**src/rtl/dmem_arbiter_pkg.sv**
```systemverilog
// dmem_pkg: shared constants for the data-memory arbiter slice
package dmem_pkg;
    localparam int DMEM_DEPTH      = 48;
    localparam int DMEM_WORD_BYTES = 4;
    localparam int PORT_PIPE       = 0;
    localparam int PORT_DMA        = 1;
endpackage

```
**src/rtl/dmem_arbiter_starve_counter.sv**
```systemverilog
// starve_counter: saturating count of consecutive denied cycles, clear has priority
module starve_counter #(
    parameter int WIDTH = 4,
    parameter int LIMIT = 4
) (
    input  logic clk,
    input  logic rst,
    input  logic inc,
    input  logic clr,
    output logic sat
);
    logic [WIDTH-1:0] cnt_q, cnt_d;

    always_comb begin
        sat   = cnt_q == WIDTH'(LIMIT);
        cnt_d = clr ? '0 : (inc && !sat) ? cnt_q + 1'b1 : cnt_q;
    end

    always_ff @(posedge clk) begin
        if (rst) cnt_q <= '0;
        else     cnt_q <= cnt_d;
    end
endmodule

```
**src/rtl/dmem_arbiter.sv**
```systemverilog
// dmem_arbiter: two-port priority arbiter for the shared data memory, with a
// starvation guard for the DMA port and registered per-port read/error responses
module dmem_arbiter
    import dmem_pkg::*;
#(
    parameter int DEPTH        = DMEM_DEPTH,
    parameter int STARVE_LIMIT = 4
) (
    input  logic        clk,
    input  logic        rst,
    input  logic        p0_req,
    input  logic        p0_we,
    input  logic [31:0] p0_addr,
    input  logic [31:0] p0_wdata,
    output logic        p0_gnt,
    output logic        p0_rvalid,
    output logic [31:0] p0_rdata,
    output logic        p0_err,
    input  logic        p1_req,
    input  logic        p1_we,
    input  logic [31:0] p1_addr,
    input  logic [31:0] p1_wdata,
    output logic        p1_gnt,
    output logic        p1_rvalid,
    output logic [31:0] p1_rdata,
    output logic        p1_err,
    output logic [31:0] mem_addr,
    output logic        mem_read,
    output logic        mem_write,
    output logic [31:0] mem_wdata,
    input  logic [31:0] mem_rdata
);
    logic             sat, p1_wins, sel_we, in_range, access;
    logic [31:0]      sel_addr, sel_wdata;
    logic [1:0]       gnt, rvalid_d, rvalid_q, err_d, err_q;
    logic [1:0][31:0] rdata_d, rdata_q;

    starve_counter #(.WIDTH(4), .LIMIT(STARVE_LIMIT)) u_starve (
        .clk (clk),
        .rst (rst),
        .inc (p1_req && !gnt[PORT_DMA]),
        .clr (!p1_req || gnt[PORT_DMA]),
        .sat (sat)
    );

    // Port 0 wins unless port 1 has waited long enough or port 0 is idle
    always_comb begin
        p1_wins         = p1_req && (sat || !p0_req);
        gnt[PORT_DMA]   = !rst && p1_wins;
        gnt[PORT_PIPE]  = !rst && p0_req && !p1_wins;
        sel_we          = gnt[PORT_DMA] ? p1_we    : p0_we;
        sel_addr        = gnt[PORT_DMA] ? p1_addr  : p0_addr;
        sel_wdata       = gnt[PORT_DMA] ? p1_wdata : p0_wdata;
        in_range        = sel_addr <= 32'(DEPTH - DMEM_WORD_BYTES);
        access          = |gnt && in_range;
        mem_addr        = access ? sel_addr  : '0;
        mem_wdata       = access ? sel_wdata : '0;
        mem_read        = access && !sel_we;
        mem_write       = access && sel_we;
    end

    // Out-of-range reads still complete, returning zero alongside err
    always_comb begin
        rvalid_d = '0;
        err_d    = '0;
        rdata_d  = rdata_q;
        for (int i = 0; i < 2; i++) begin
            rvalid_d[i] = gnt[i] && !sel_we;
            err_d[i]    = gnt[i] && !in_range;
            rdata_d[i]  = rvalid_d[i] ? (in_range ? mem_rdata : '0) : rdata_q[i];
        end
    end

    always_ff @(posedge clk) begin
        if (rst) begin
            rvalid_q <= '0;
            err_q    <= '0;
            rdata_q  <= '0;
        end else begin
            rvalid_q <= rvalid_d;
            err_q    <= err_d;
            rdata_q  <= rdata_d;
        end
    end

    // Responses are masked while reset is held so an in-flight read never surfaces
    always_comb begin
        p0_gnt    = gnt[PORT_PIPE];
        p1_gnt    = gnt[PORT_DMA];
        p0_rvalid = !rst && rvalid_q[PORT_PIPE];
        p1_rvalid = !rst && rvalid_q[PORT_DMA];
        p0_err    = !rst && err_q[PORT_PIPE];
        p1_err    = !rst && err_q[PORT_DMA];
        p0_rdata  = rst ? '0 : rdata_q[PORT_PIPE];
        p1_rdata  = rst ? '0 : rdata_q[PORT_DMA];
    end
endmodule

```
**config.mk**
```make
export PLATFORM = sky130hd
export DESIGN_NAME = dmem_arbiter
export DESIGN_NICKNAME = d
export VERILOG_FILES = /design/src/rtl/dmem_arbiter_pkg.sv /design/src/rtl/dmem_arbiter_starve_counter.sv /design/src/rtl/dmem_arbiter.sv
export SDC_FILE = /design/constraint.sdc
export NUM_CORES = 1
export LEC_CHECK = 0
export BUFFER_PORTS_ARGS = -buffer_cell sky130_fd_sc_hd__buf_2
export CAP_MARGIN = 20
export CORE_AREA = 2 2 118 120
export DETAILED_ROUTE_END_ITERATION = 12
export DIE_AREA = 0 0 120 122
export GPL_ROUTABILITY_DRIVEN = 0
export PLACE_DENSITY = 0.62
export REMOVE_ABC_BUFFERS = 1
export SYNTH_ARGS = -nofsm -noshare
export SYNTH_HDL_FRONTEND = slang
export SYNTH_SLANG_ARGS = --single-unit
```
**constraint.sdc**
```tcl
create_clock -name clk -period 4.1 [get_ports clk]
set_input_delay 0.82 -clock clk [delete_from_list [all_inputs] [get_ports clk]]
set_output_delay 0.82 -clock clk [all_outputs]
set_load 0.005 [all_outputs]
```
Yosys cells after proc, flatten, opt, wreduce, memory -nomap -nowiden --
Cells that the tools add are included.
Operators by class: $add $sub $neg 1, $lt $le $gt $ge 1, equal/unequal tests 1, mux-type cells 8, reduce and logical (&&, ||, !) cells 29
Operator list (count):
- 32-bit two-way mux | 7
- 32-bit by 6-bit <= comparator with 1-bit output, second input constant | 1
- 1-bit logical AND | 17
- 1-bit logical NOT | 8
- 4-bit by 1-bit adder with 4-bit output, second input constant | 1
- 4-bit by 3-bit equality test with 1-bit output, second input constant | 1
- 2-bit OR reduction | 2
- 1-bit logical OR | 2
- 1-bit two-way mux | 1
Word-level totals: register bits after elaboration 72, input port bits 166, logic and storage cells 45

Depth between registers and ports, before layout --
depth after elaboration 8, mapped depth 11, depth with buffers taken out 7

Cells and area by module --
Synthesis repeated with hierarchy kept, for this count alone.
Unflattened totals: cells, all modules 475, area total of the unflattened synthesis 4105.2 um^2
Modules (own cells, without submodules):
- dmem_arbiter | instances 1, cells each 450, area each 3876.2 um^2
- starve_counter | instances 1, cells each 25, area each 229.0 um^2

Worst setup path before layout --
Ideal clock, no wire load.
kind input to output, start point input rst, end point output mem_read, arrival time 2.014 ns, required time 3.280 ns, slack 1.266 ns, stages 8, path through nand2b_1 -> a21oi_2 -> and2b_1 -> buf_2 -> buf_2 -> buf_2 -> nor2_1 -> nor2_1
Between the ends: cells in the longest elaborated chain, start to end 6
Ends and longest elaborated chain:
- start, declared | line dmem_arbiter.sv:10 | input logic rst,
- 1-bit logical NOT (*) | line dmem_arbiter.sv:49, dmem_arbiter.sv:50
- 1-bit logical AND, on equally long branches | line dmem_arbiter.sv:49, dmem_arbiter.sv:50
- 32-bit two-way mux or 1-bit logical AND (tied branches) | line dmem_arbiter.sv:52, dmem_arbiter.sv:50
- 32-bit by 6-bit <= comparator with 1-bit output or 2-bit OR reduction (tied branches) | line dmem_arbiter.sv:54, dmem_arbiter.sv:55
- 1-bit logical AND | line dmem_arbiter.sv:55 | access = |gnt && in_range;
- 1-bit logical AND (*) | line dmem_arbiter.sv:58 | mem_read = access && !sel_we;
- end, declared | line dmem_arbiter.sv:28 | output logic mem_read,
Mark *: on every way between the ends. The rest lies on a longest branch, timed or not.

Final worst setup path --
start point register u_starve.cnt_q[0], end point output mem_write
Between the ends: cells in the longest elaborated chain, start to end 8
Ends and longest elaborated chain:
- start, declared | line dmem_arbiter_starve_counter.sv:12 | logic [WIDTH-1:0] cnt_q, cnt_d;
- start signal, assigned | line dmem_arbiter_starve_counter.sv:21 | else cnt_q <= cnt_d;
- 4-bit by 3-bit equality test with 1-bit output (*) | line dmem_arbiter_starve_counter.sv:15 | sat = cnt_q == WIDTH'(LIMIT);
- 1-bit logical OR (*) | line dmem_arbiter.sv:48 | p1_wins = p1_req && (sat || !p0_req);
- 1-bit logical AND (*) | line dmem_arbiter.sv:48
- 1-bit logical AND or 1-bit logical NOT (tied branches) | line dmem_arbiter.sv:49, dmem_arbiter.sv:50
- 32-bit two-way mux or 1-bit logical AND (tied branches) | line dmem_arbiter.sv:52, dmem_arbiter.sv:50
- 32-bit by 6-bit <= comparator with 1-bit output or 2-bit OR reduction (tied branches) | line dmem_arbiter.sv:54, dmem_arbiter.sv:55
- 1-bit logical AND | line dmem_arbiter.sv:55
- 1-bit logical AND (*) | line dmem_arbiter.sv:59 | mem_write = access && sel_we;
- end, declared | line dmem_arbiter.sv:29 | output logic mem_write,
Marks and branches as above.

==> out/results.tsv <==
metric	value	unit
# resized after CTS	0	
Root Buffer	clkbuf_16	
CTS tree	done	
CP peak stage delay	370	ps
asr flop ratio synth	0	%
Max-cap violations	0	
Seq/Total Area, Yosys	35.6	%
ys flop type	dfxtp_1	
nets@finish	887	
TritonCTS buffer count	9	
I/O pin total	302	
outcome	complete, no violations	
syn avg cell area	8.66	um2
Synth area leaders	dfxtp_1 36%, nor2b_1 20%, a31o_1 13%	
clk sinks	72	
Core Region	13500	um2
EDFF count, synth	0	
die height	122	um
TritonRoute pass-1 iters	5	
Final min period	3200	ps
WL per Instance	15.0	um
Remaining Overflow, GRT	0	
Synth top area share	35.6	%
worst reg2reg path endpoint	rdata_q[36]	
pins over their slew limit	0	
row cnt	43	
CTS H-tree lvls	3	
WL final	13.6	mm
RSZ-0062 raised after global routing	no	
Data required, critical path	3280	ps
Skew-Pair Late Insertion Delay	330	ps
pin count of the biggest net entering global routing	66	
Final Setup Violations	0	
Hold Buf Count CTS	0	
Worst Setup End Kind	primary output	
cell family with most CP delay	simple AND/OR/NAND/NOR gates	
Seq cells post-synth	72	
DR iter-0 viols	233	
Crit path arrival time	2380	ps
Peak VDD IR	0.212	mV
clk slew on worst S/H paths	50	ps
aggregate global-route resource usage	18.0	%
via-per-instance ratio	4.56	
Setup CP Type	register to primary output	
post-synth top area cell	dfxtp_1	
crit path max fanout	42	
Cell Area, Placed	5390	um2
Slew @ Worst Pin	732	ps
final core occ	42.8	%
Crit. Startpoint	u_starve.cnt_q[0]	
synthesis-to-finish area growth	42.9	%
Final period util	78.2	%
layout cells sized above 1	42.5	%
vias in the first global route	3808	
Yosys warning total	0	
r2r worst-path depth	9	
hold path cells	1	
Initial Util	30.0	%
Hold Startpoint	u_starve.cnt_q[0]	
ANT nets after route	0	
Setup Buffers After CTS	0	
port bufs	275	
Slew HR	51.2	%
Syn Inst Count	467	
Reg2Reg Setup Slack	1330	ps
DIE WIDTH	120	um
first-pass GRT wire length	20.5	mm
DR DRC count	0	
fmax	312	MHz
CP Buf/Inv Count	3	
Vias	4130	
leakage	2.92	nW
slowest cell on the critical path	dfxtp_1	
synth unique cells	31	
design area	5780	um2
cell area after synthesis	4050	um2
hold endpoint	u_starve.cnt_q[0]	
clock buffer depth	2	
Startpoint Class	register	
final count of hold timing violations	0	
DP Wirelength	10.1	mm
HP Class	register to register	
reg2reg start	u_starve.cnt_q[0]	
Clock Skew	5.77	ps
Fillers	1417	
die area	14600	um2
initial antenna violation count	3	
pwr/cell area	316	nW/um2
critical-path cell list	inv_1 -> ha_1 -> and3b_1 -> o211a_1 -> nor4_4 -> a31oi_4 -> buf_12 -> nor2_1 -> buf_2	
-- worst reg2reg max path, stage by stage (launching register included) --
cell     delay [ps]
dfxtp_1         330
inv_1            60
ha_1            130
and3b_1         260
o211a_1         300
buf_4           430
nor2b_4         250
buf_4           520
nor2b_1         180
a31o_1          210
-- kinds of logic after synthesis --
kind of cell	share of synthesized area, %
AO/OA/AOI/OAI	22.3
adder cells (fa/ha/maj)	0.619
other	0.0927
flip-flops	35.6
buffers and inverters	10.9
XOR/XNOR	0.433
AND/OR/NAND/NOR	30.0
-- Yosys cell counts (2+ instances only) --
library cell and count:
and2_1 2, buf_2 8, inv_1 5, ha_1 2, nor2_1 50, a22oi_1 39, a211oi_1 2, nand4b_1 2
buf_6 7, nor2b_1 132, a31o_2 4, nor4_1 12, dfxtp_1 72, clkbuf_1 23, a31o_1 61, nand4_1 2
nand3_1 2, buf_4 29
-- layout make-up --
cell class	instances	area [um2]	area share, %
repair buffers	283	1450	25.1
inverters	5	18.8	0.325
multi-input cells	348	2280	39.4
clock buffers	11	233	4.03
diodes	2	5.00	0.0866
well taps	180	225	3.90
clock inverters	5	129	2.23
flip-flops and latches	72	1440	24.9
-- metal layers --
layer	global-route usage [%]	vias to the layer above	part of all wire [%]
met5	0	-	0.096
met2	30.3	187	48
met4	5.74	2	1.9
met1	21.5	1843	42
li1	-	2075	-
met3	6.32	23	7.9
-- power by group --
group	leakage (nW)	switching, mW	internal, mW	total [mW]
sequential	0.580	0.000790	0.702	0.702
clock	0.174	0.297	0.658	0.955
combinational	2.16	0.0906	0.0772	0.168
-- registers in the layout, indices dropped and copies added, names as in the netlist --
register	cells
rdata_q	64
u_starve.cnt_q	4
err_q	2
rvalid_q	2
-- cell usage in the layout (no fill, tap or decap) --
cell       count
buf_2        275
nor2b_1      132
dfxtp_1       72
a31o_1        60
nor2_1        50
a22oi_1       39
conb_1        26
nor4_1        12
clkbuf_16      9
buf_4          7
inv_1          5
a31o_2         5
bufinv_16      4
diode_2        2
a211oi_1       2
nand4_1        2
nand4b_1       2
nand3_1        2
and2_1         2
ha_1           2
clkbuf_1       2
and3b_1        1
o211a_1        1
and3_1         1
nor4_4         1
a31oi_4        1
nand2b_1       1
a21oi_4        1
nor2b_4        1
and2b_2        1
or3b_2         1
xnor2_1        1
xor2_1         1
clkinv_4       1
buf_12         1
-- per-stage QoR --
| step | total power, mW | cells | setup WS (ps) | hold slack, ps | TNS (ps) |
|---|---|---|---|---|---|
| 6_report | 1.83 | 906 | 896 | 468 | 0 |
| 5_1_grt | 1.90 | 904 | 740 | 517 | 0 |
| 2_1_floorplan | 0.765 | 425 | -259 | 430 | -10360 |
| 4_1_cts | 1.85 | 903 | 575 | 469 | 0 |
| 3_3_place_gp | 0.889 | 887 | 720 | 450 | 0 |
| 3_5_place_dp | 0.887 | 887 | 699 | 463 | 0 |
-- worst max path at each step --
stage	cells after the start	endpoint
floorplan	5	mem_addr[0]
global placement	7	mem_wdata[26]
detailed placement	7	mem_write
CTS	7	mem_write
global route	8	mem_addr[4]
finish	9	mem_write
(Power assumes the default switching activity.)
